**config.mk**
```make
export PLATFORM = sky130hd
export DESIGN_NAME = a2d_spi_intf
export DESIGN_NICKNAME = d
export VERILOG_FILES = /design/src/rtl/a2d_spi_intf.sv
export SDC_FILE = /design/constraint.sdc
export NUM_CORES = 1
export LEC_CHECK = 0
export ABC_CLOCK_PERIOD_IN_PS = 1700
export CAP_MARGIN = 20
export CELL_PAD_IN_SITES_DETAIL_PLACEMENT = 1
export CELL_PAD_IN_SITES_GLOBAL_PLACEMENT = 1
export CORE_AREA = 4 4 93 95
export CTS_CLUSTER_SIZE = 8
export DETAILED_ROUTE_END_ITERATION = 8
export DIE_AREA = 0 0 97 99
export GPL_TIMING_DRIVEN = 0
export PLACE_DENSITY_LB_ADDON = 0.1
export SETUP_SLACK_MARGIN = 0.2
export SLEW_MARGIN = 40
export SYNTH_ARGS = -nofsm -noshare
export SYNTH_HDL_FRONTEND = slang
export SYNTH_SLANG_ARGS = --single-unit
```
**constraint.sdc**
```tcl
create_clock -name clk -period 1.7 [get_ports clk]
set_input_delay 0.34 -clock clk [delete_from_list [all_inputs] [get_ports clk]]
set_output_delay 0.34 -clock clk [all_outputs]
set_load 0.03 [all_outputs]
```
**src/rtl/a2d_spi_intf.sv**
```systemverilog
`default_nettype none
// ============================================================================
//  Module      : a2d_spi_intf
//  Description : SPI master for an 8-channel 12-bit line-sensor A2D. A start
//                pulse runs two 16-bit transactions (command, then command
//                again while the result of the first is clocked back) and
//                presents the 12-bit result with a completion flag.
//  Revision    : 1.0 - initial release
// ============================================================================
module a2d_spi_intf (
    input  logic        clk,
    input  logic        rst_n,
    input  logic        strt_cnv,
    input  logic [2:0]  chnnl,
    output logic        cnv_cmplt,
    output logic [11:0] res,
    output logic        SS_n,
    output logic        SCLK,
    output logic        MOSI,
    input  logic        MISO
);

    typedef enum logic [1:0] {
        IDLE = 2'd0,
        TX1  = 2'd1,
        GAP  = 2'd2,
        TX2  = 2'd3
    } state_t;

    // Divider value loaded when SS_n falls: SCLK stays high 9 clks first.
    localparam logic [4:0] c_div_porch = 5'b10111;
    // Divider value on the clk whose edge makes SCLK rise.
    localparam logic [4:0] c_div_rise  = 5'b01111;
    // Divider value on the clk whose edge shifts shreg (1 clk before SCLK falls).
    localparam logic [4:0] c_div_shift = 5'b11110;
    // The shift following this many samples closes a transaction.
    localparam logic [4:0] c_last_smpl = 5'd16;

    state_t      state_q,     state_d;
    logic [4:0]  sclk_div_q,  sclk_div_d;
    logic [15:0] shreg_q,     shreg_d;
    logic        miso_smpl_q, miso_smpl_d;
    logic [4:0]  smpl_cnt_q,  smpl_cnt_d;
    logic [2:0]  chnnl_q,     chnnl_d;
    logic        ss_n_q,      ss_n_d;
    logic        cnv_cmplt_q, cnv_cmplt_d;
    logic [11:0] res_q,       res_d;

    logic        w_busy;
    logic        w_sclk_rise;
    logic        w_shift;
    logic        w_last;
    logic [15:0] w_cmd;
    logic [15:0] w_shreg_shifted;

    assign w_busy          = (state_q == TX1) || (state_q == TX2);
    assign w_sclk_rise     = w_busy && (sclk_div_q == c_div_rise);
    assign w_shift         = w_busy && (sclk_div_q == c_div_shift) && (smpl_cnt_q != 5'd0);
    assign w_last          = w_shift && (smpl_cnt_q == c_last_smpl);
    assign w_cmd           = {2'b00, chnnl_q, 11'h000};
    assign w_shreg_shifted = {shreg_q[14:0], miso_smpl_q};

    assign cnv_cmplt = cnv_cmplt_q;
    assign res       = res_q;
    assign SS_n      = ss_n_q;
    assign SCLK      = w_busy ? sclk_div_q[4] : 1'b1;
    assign MOSI      = shreg_q[15];

    // Next-state decode for the sequencer and the SPI datapath.
    always_comb begin
        state_d     = state_q;
        sclk_div_d  = sclk_div_q;
        shreg_d     = shreg_q;
        miso_smpl_d = miso_smpl_q;
        smpl_cnt_d  = smpl_cnt_q;
        chnnl_d     = chnnl_q;
        ss_n_d      = ss_n_q;
        cnv_cmplt_d = cnv_cmplt_q;
        res_d       = res_q;

        if (w_busy) begin
            sclk_div_d = sclk_div_q + 5'd1;
        end
        if (w_sclk_rise) begin
            miso_smpl_d = MISO;
            smpl_cnt_d  = smpl_cnt_q + 5'd1;
        end
        if (w_shift) begin
            shreg_d = w_shreg_shifted;
        end

        case (state_q)
            IDLE: begin
                if (strt_cnv) begin
                    chnnl_d     = chnnl;
                    shreg_d     = {2'b00, chnnl, 11'h000};
                    sclk_div_d  = c_div_porch;
                    smpl_cnt_d  = 5'd0;
                    ss_n_d      = 1'b0;
                    cnv_cmplt_d = 1'b0;
                    state_d     = TX1;
                end
            end
            TX1: begin
                // First reply is discarded; smpl_cnt times the 2-clk gap.
                if (w_last) begin
                    ss_n_d     = 1'b1;
                    smpl_cnt_d = 5'd0;
                    state_d    = GAP;
                end
            end
            GAP: begin
                if (smpl_cnt_q == 5'd1) begin
                    shreg_d    = w_cmd;
                    sclk_div_d = c_div_porch;
                    smpl_cnt_d = 5'd0;
                    ss_n_d     = 1'b0;
                    state_d    = TX2;
                end else begin
                    smpl_cnt_d = smpl_cnt_q + 5'd1;
                end
            end
            TX2: begin
                if (w_last) begin
                    ss_n_d      = 1'b1;
                    res_d       = w_shreg_shifted[11:0];
                    cnv_cmplt_d = 1'b1;
                    state_d     = IDLE;
                end
            end
            default: begin
                state_d = IDLE;
            end
        endcase
    end

    // State and datapath registers with asynchronous active-low reset.
    always_ff @(posedge clk or negedge rst_n) begin
        if (!rst_n) begin
            state_q     <= IDLE;
            sclk_div_q  <= 5'd0;
            shreg_q     <= 16'h0000;
            miso_smpl_q <= 1'b0;
            smpl_cnt_q  <= 5'd0;
            chnnl_q     <= 3'd0;
            ss_n_q      <= 1'b1;
            cnv_cmplt_q <= 1'b0;
            res_q       <= 12'h000;
        end else begin
            state_q     <= state_d;
            sclk_div_q  <= sclk_div_d;
            shreg_q     <= shreg_d;
            miso_smpl_q <= miso_smpl_d;
            smpl_cnt_q  <= smpl_cnt_d;
            chnnl_q     <= chnnl_d;
            ss_n_q      <= ss_n_d;
            cnv_cmplt_q <= cnv_cmplt_d;
            res_q       <= res_d;
        end
    end

endmodule
`default_nettype wire
```
==> summary.md <==
| Metric | Value |
|---|---|
| Lkg Pwr | 0.00158 uW |
| Worst Tran Pin Value | 332 ps |
| Final wirelength | 5.82 mm |
| Synth Flop Type | dfrtp_1 |
| RR Startpoint | state_q[0] |
| NumNets Final | 268 |
| Chip Height | 99 um |
| Distinct cells, synth | 45 |
| Clock Latency Late Sink | 300 ps |
| Reg-to-Reg End | smpl_cnt_q[3] |
| RSZ-0062 raised after global routing | yes |
| Max-slew violation count | 0 |
| Final Hold Slack | 458 ps |
| Initial antenna violation count | 0 |
| Tmin final | 1710 ps |
| Status | finished, violations left |
| Clk sink count | 46 |
| Seq pwr share | 59.9% |
| Num ports | 23 |
| Number of global-route vias before repair | 1922 |
| Die Area | 9600 sq um |
| N_diodes | 0 |
| Max Freq | 0.585 GHz |
| Most frequent cells in the layout | 41 x dfrtp_1, 23 x buf_4, 16 x mux2i_1 |
| GRT Util Overall | 12.7% |
| Failing checks | negative setup slack |
| Sequential area share after synthesis | 50.7% |
| Critical path type | flop to flop |
| Register bit total from synthesis | 46 |
| Root Buffer | clkbuf_8 |
| Final HPWL DP | 3.77 mm |
| Via density | 4.81 |
| Fin crit share | 101% |
| Synth Area per Inst | 12.2 sq um |
| CTS Buf Count | 5 |
| IO Port Bufs | 22 |
| Yosys warns | 0 |
| DR vias | 1698 |
| Initial drt markers | 52 |
| Power Density | 538 nW/um^2 |
| FF-to-FF path depth | 6 |
| Hold Fails Final Rpt | 0 |
| Pint | 1410 uW |
| Nature of the critical path endpoint | flop |
| Clk_skew | 6.98 ps |
| TritonCTS clock tree | built |
| Drt first pass iters | 4 |
| Antenna-violating nets left | 0 |
| Drt wl/cell | 16.5 um |
| Combinational power share | 2.6% |
| Clk buf depth | 2 |
| Area Growth Syn to Fin | 49.6% |
| Max-Cap Viols | 0 |
| Core area | 7730 sq um |
| Gpl congestion | 0.761 |
| Clk pwr share | 37.5% |
| DRC errors left | 0 |
| Switching Fraction | 23.0% |
| Global-route wire length before repair | 9.91 mm |
| Most common cell after layout, fill and taps aside | dfrtp_1 |
| Syn Inst Count | 187 |
| Crit path launch type | flop |
| Max VDD drop | 0.273 mV |
| Final-report setup violation count | 2 |
| Post-synth EDFFs | 0 |
| Psw | 422 uW |
| Initial Utilization | 29.4% |
| Rows | 32 |
| Syn Std Cell Area | 2270 sq um |
| CP Max Fanout | 7 |
| Worst Path Required | 1890 ps |
| Share of layout cells above drive strength 1 | 48.6% |
| Crit path DAT | 1900 ps |
| Clock-pin transition on the worst setup and hold timing paths | 90 ps |
| Post-synth net total | 205 |
| R2r setup slk | -9 ps |
| Pwr Total | 1830 uW |
| Setup WS post-layout | -8.60 ps |
| Relative slew slack | 77.8% |
| Die W | 97 um |
| Async S/R FF share, synth | 100% |
| Total grt overflow | 0 |
| # H-tree levels | 2 |
| Hold Crit Class | input pin to async pin |
| Largest net degree at the start of global routing | 28 |
## kinds of logic after synthesis
kind of cell,synth area share (%)
adders and majority gates,6.05
and+or+nand+nor,14.1
DFF,50.7
buffers and inverters,2.64
xor gates and xnor gates,0.770
muxes,14.8
AOI/OAI and AO/OA,10.9
## how the worst max path moves through the flow
stage | depth (start not counted) | to | startpoint
6_report | 6 | smpl_cnt_q[3] | state_q[0]
2_1_floorplan | 7 | shreg_q[1] | sclk_div_q[0]
4_1_cts | 8 | shreg_q[4] | state_q[1]
3_3_place_gp | 1 | smpl_cnt_q[0] | rst_n
5_1_grt | 8 | shreg_q[12] | sclk_div_q[0]
3_5_place_dp | 6 | shreg_q[4] | state_q[0]
## repair_timing
action | in CTS | in global routing
gates cloned | 1 | 1
gates resized for setup | 73 | 33
setup endpoints to repair | 58 | 42
hold endpoints to repair | 18 | 0
buffers inserted | 22 | 8
hold buffers | 1 | 0
pin swaps | 10 | 8
## stage by stage
stage                     setup TNS, ps  setup WS (ps)  instances  instance area [sq um]  utilization (%)
after CTS                         -24.4          -9.13        344                   3200             41.4
after detailed placement          -9190           -473        312                   2670             34.5
after floorplan                    -481          -48.1        187                   2300                -
final                             -10.3          -8.60        353                   3400             44.0
after global routing              -2130           -111        353                   3400             44.0
after global placement           -52180           -985        311                   2650             34.3
## flip-flops by register name (all words and copies together), names as in the netlist
register     count
chnnl_q          3
state_q          2
shreg_q         16
sclk_div_q       5
cnv_cmplt        1
res             12
miso_smpl_q      1
smpl_cnt_q       5
SS_n             1
## layer usage
| metal | share of wire, % | vias to the layer above | wire [um] | track usage, % |
|---|---|---|---|---|
| li1 | - | 806 | - | - |
| met2 | 53 | 26 | 3090 | 23.1 |
| met3 | 2.9 | 6 | 169 | 2.26 |
| met1 | 43 | 860 | 2500 | 15.2 |
| met4 | 1.0 | 0 | 61 | 4.00 |
| met5 | 0 | - | 0 | 0 |
## Yosys cell counts (all sizes together) (3+ instances only)
master	count	share of area, %
nor2	18	4.2
and3	6	1.7
o211ai	3	0.99
inv	7	1.2
mux2	13	6.4
ha	11	6.1
nand3	3	0.66
buf	3	1.5
o21ai	9	2.1
nand2	9	1.5
a221oi	3	1.2
dfrtp	45	50
a21oi	7	2.0
a31oi	4	1.1
mux2i	19	8.4
a21o	3	0.99
## worst max-delay path: stages, from the launching register on
cell and delay (ps):
dfrtp_2 430, inv_2 110, ha_4 200, inv_2 100
o31ai_4 370, a41oi_2 180, a221oi_2 220
## layout make-up
type / instances / area [sq um]
plain buffers: 3 / 41.3
fillers: 797 / 4320
clock buffers: 5 / 68.8
repair buffers: 56 / 556
flip-flops and latches: 46 / 1160
multi-input cells: 131 / 1400
well taps: 102 / 128
clock inverters: 3 / 23.8
inverters: 7 / 26.3
## power by group through the flow
stage,clock network [uW],registers [uW],logic (uW)
final,687,1100,46.8
after floorplan,0,1120,3.20
after CTS,729,1100,49.9
after global placement,0,1120,40.7
after global routing,773,1100,54.7
after detailed placement,0,1120,47.4
Note: power is estimated with default switching activity, not from simulation.
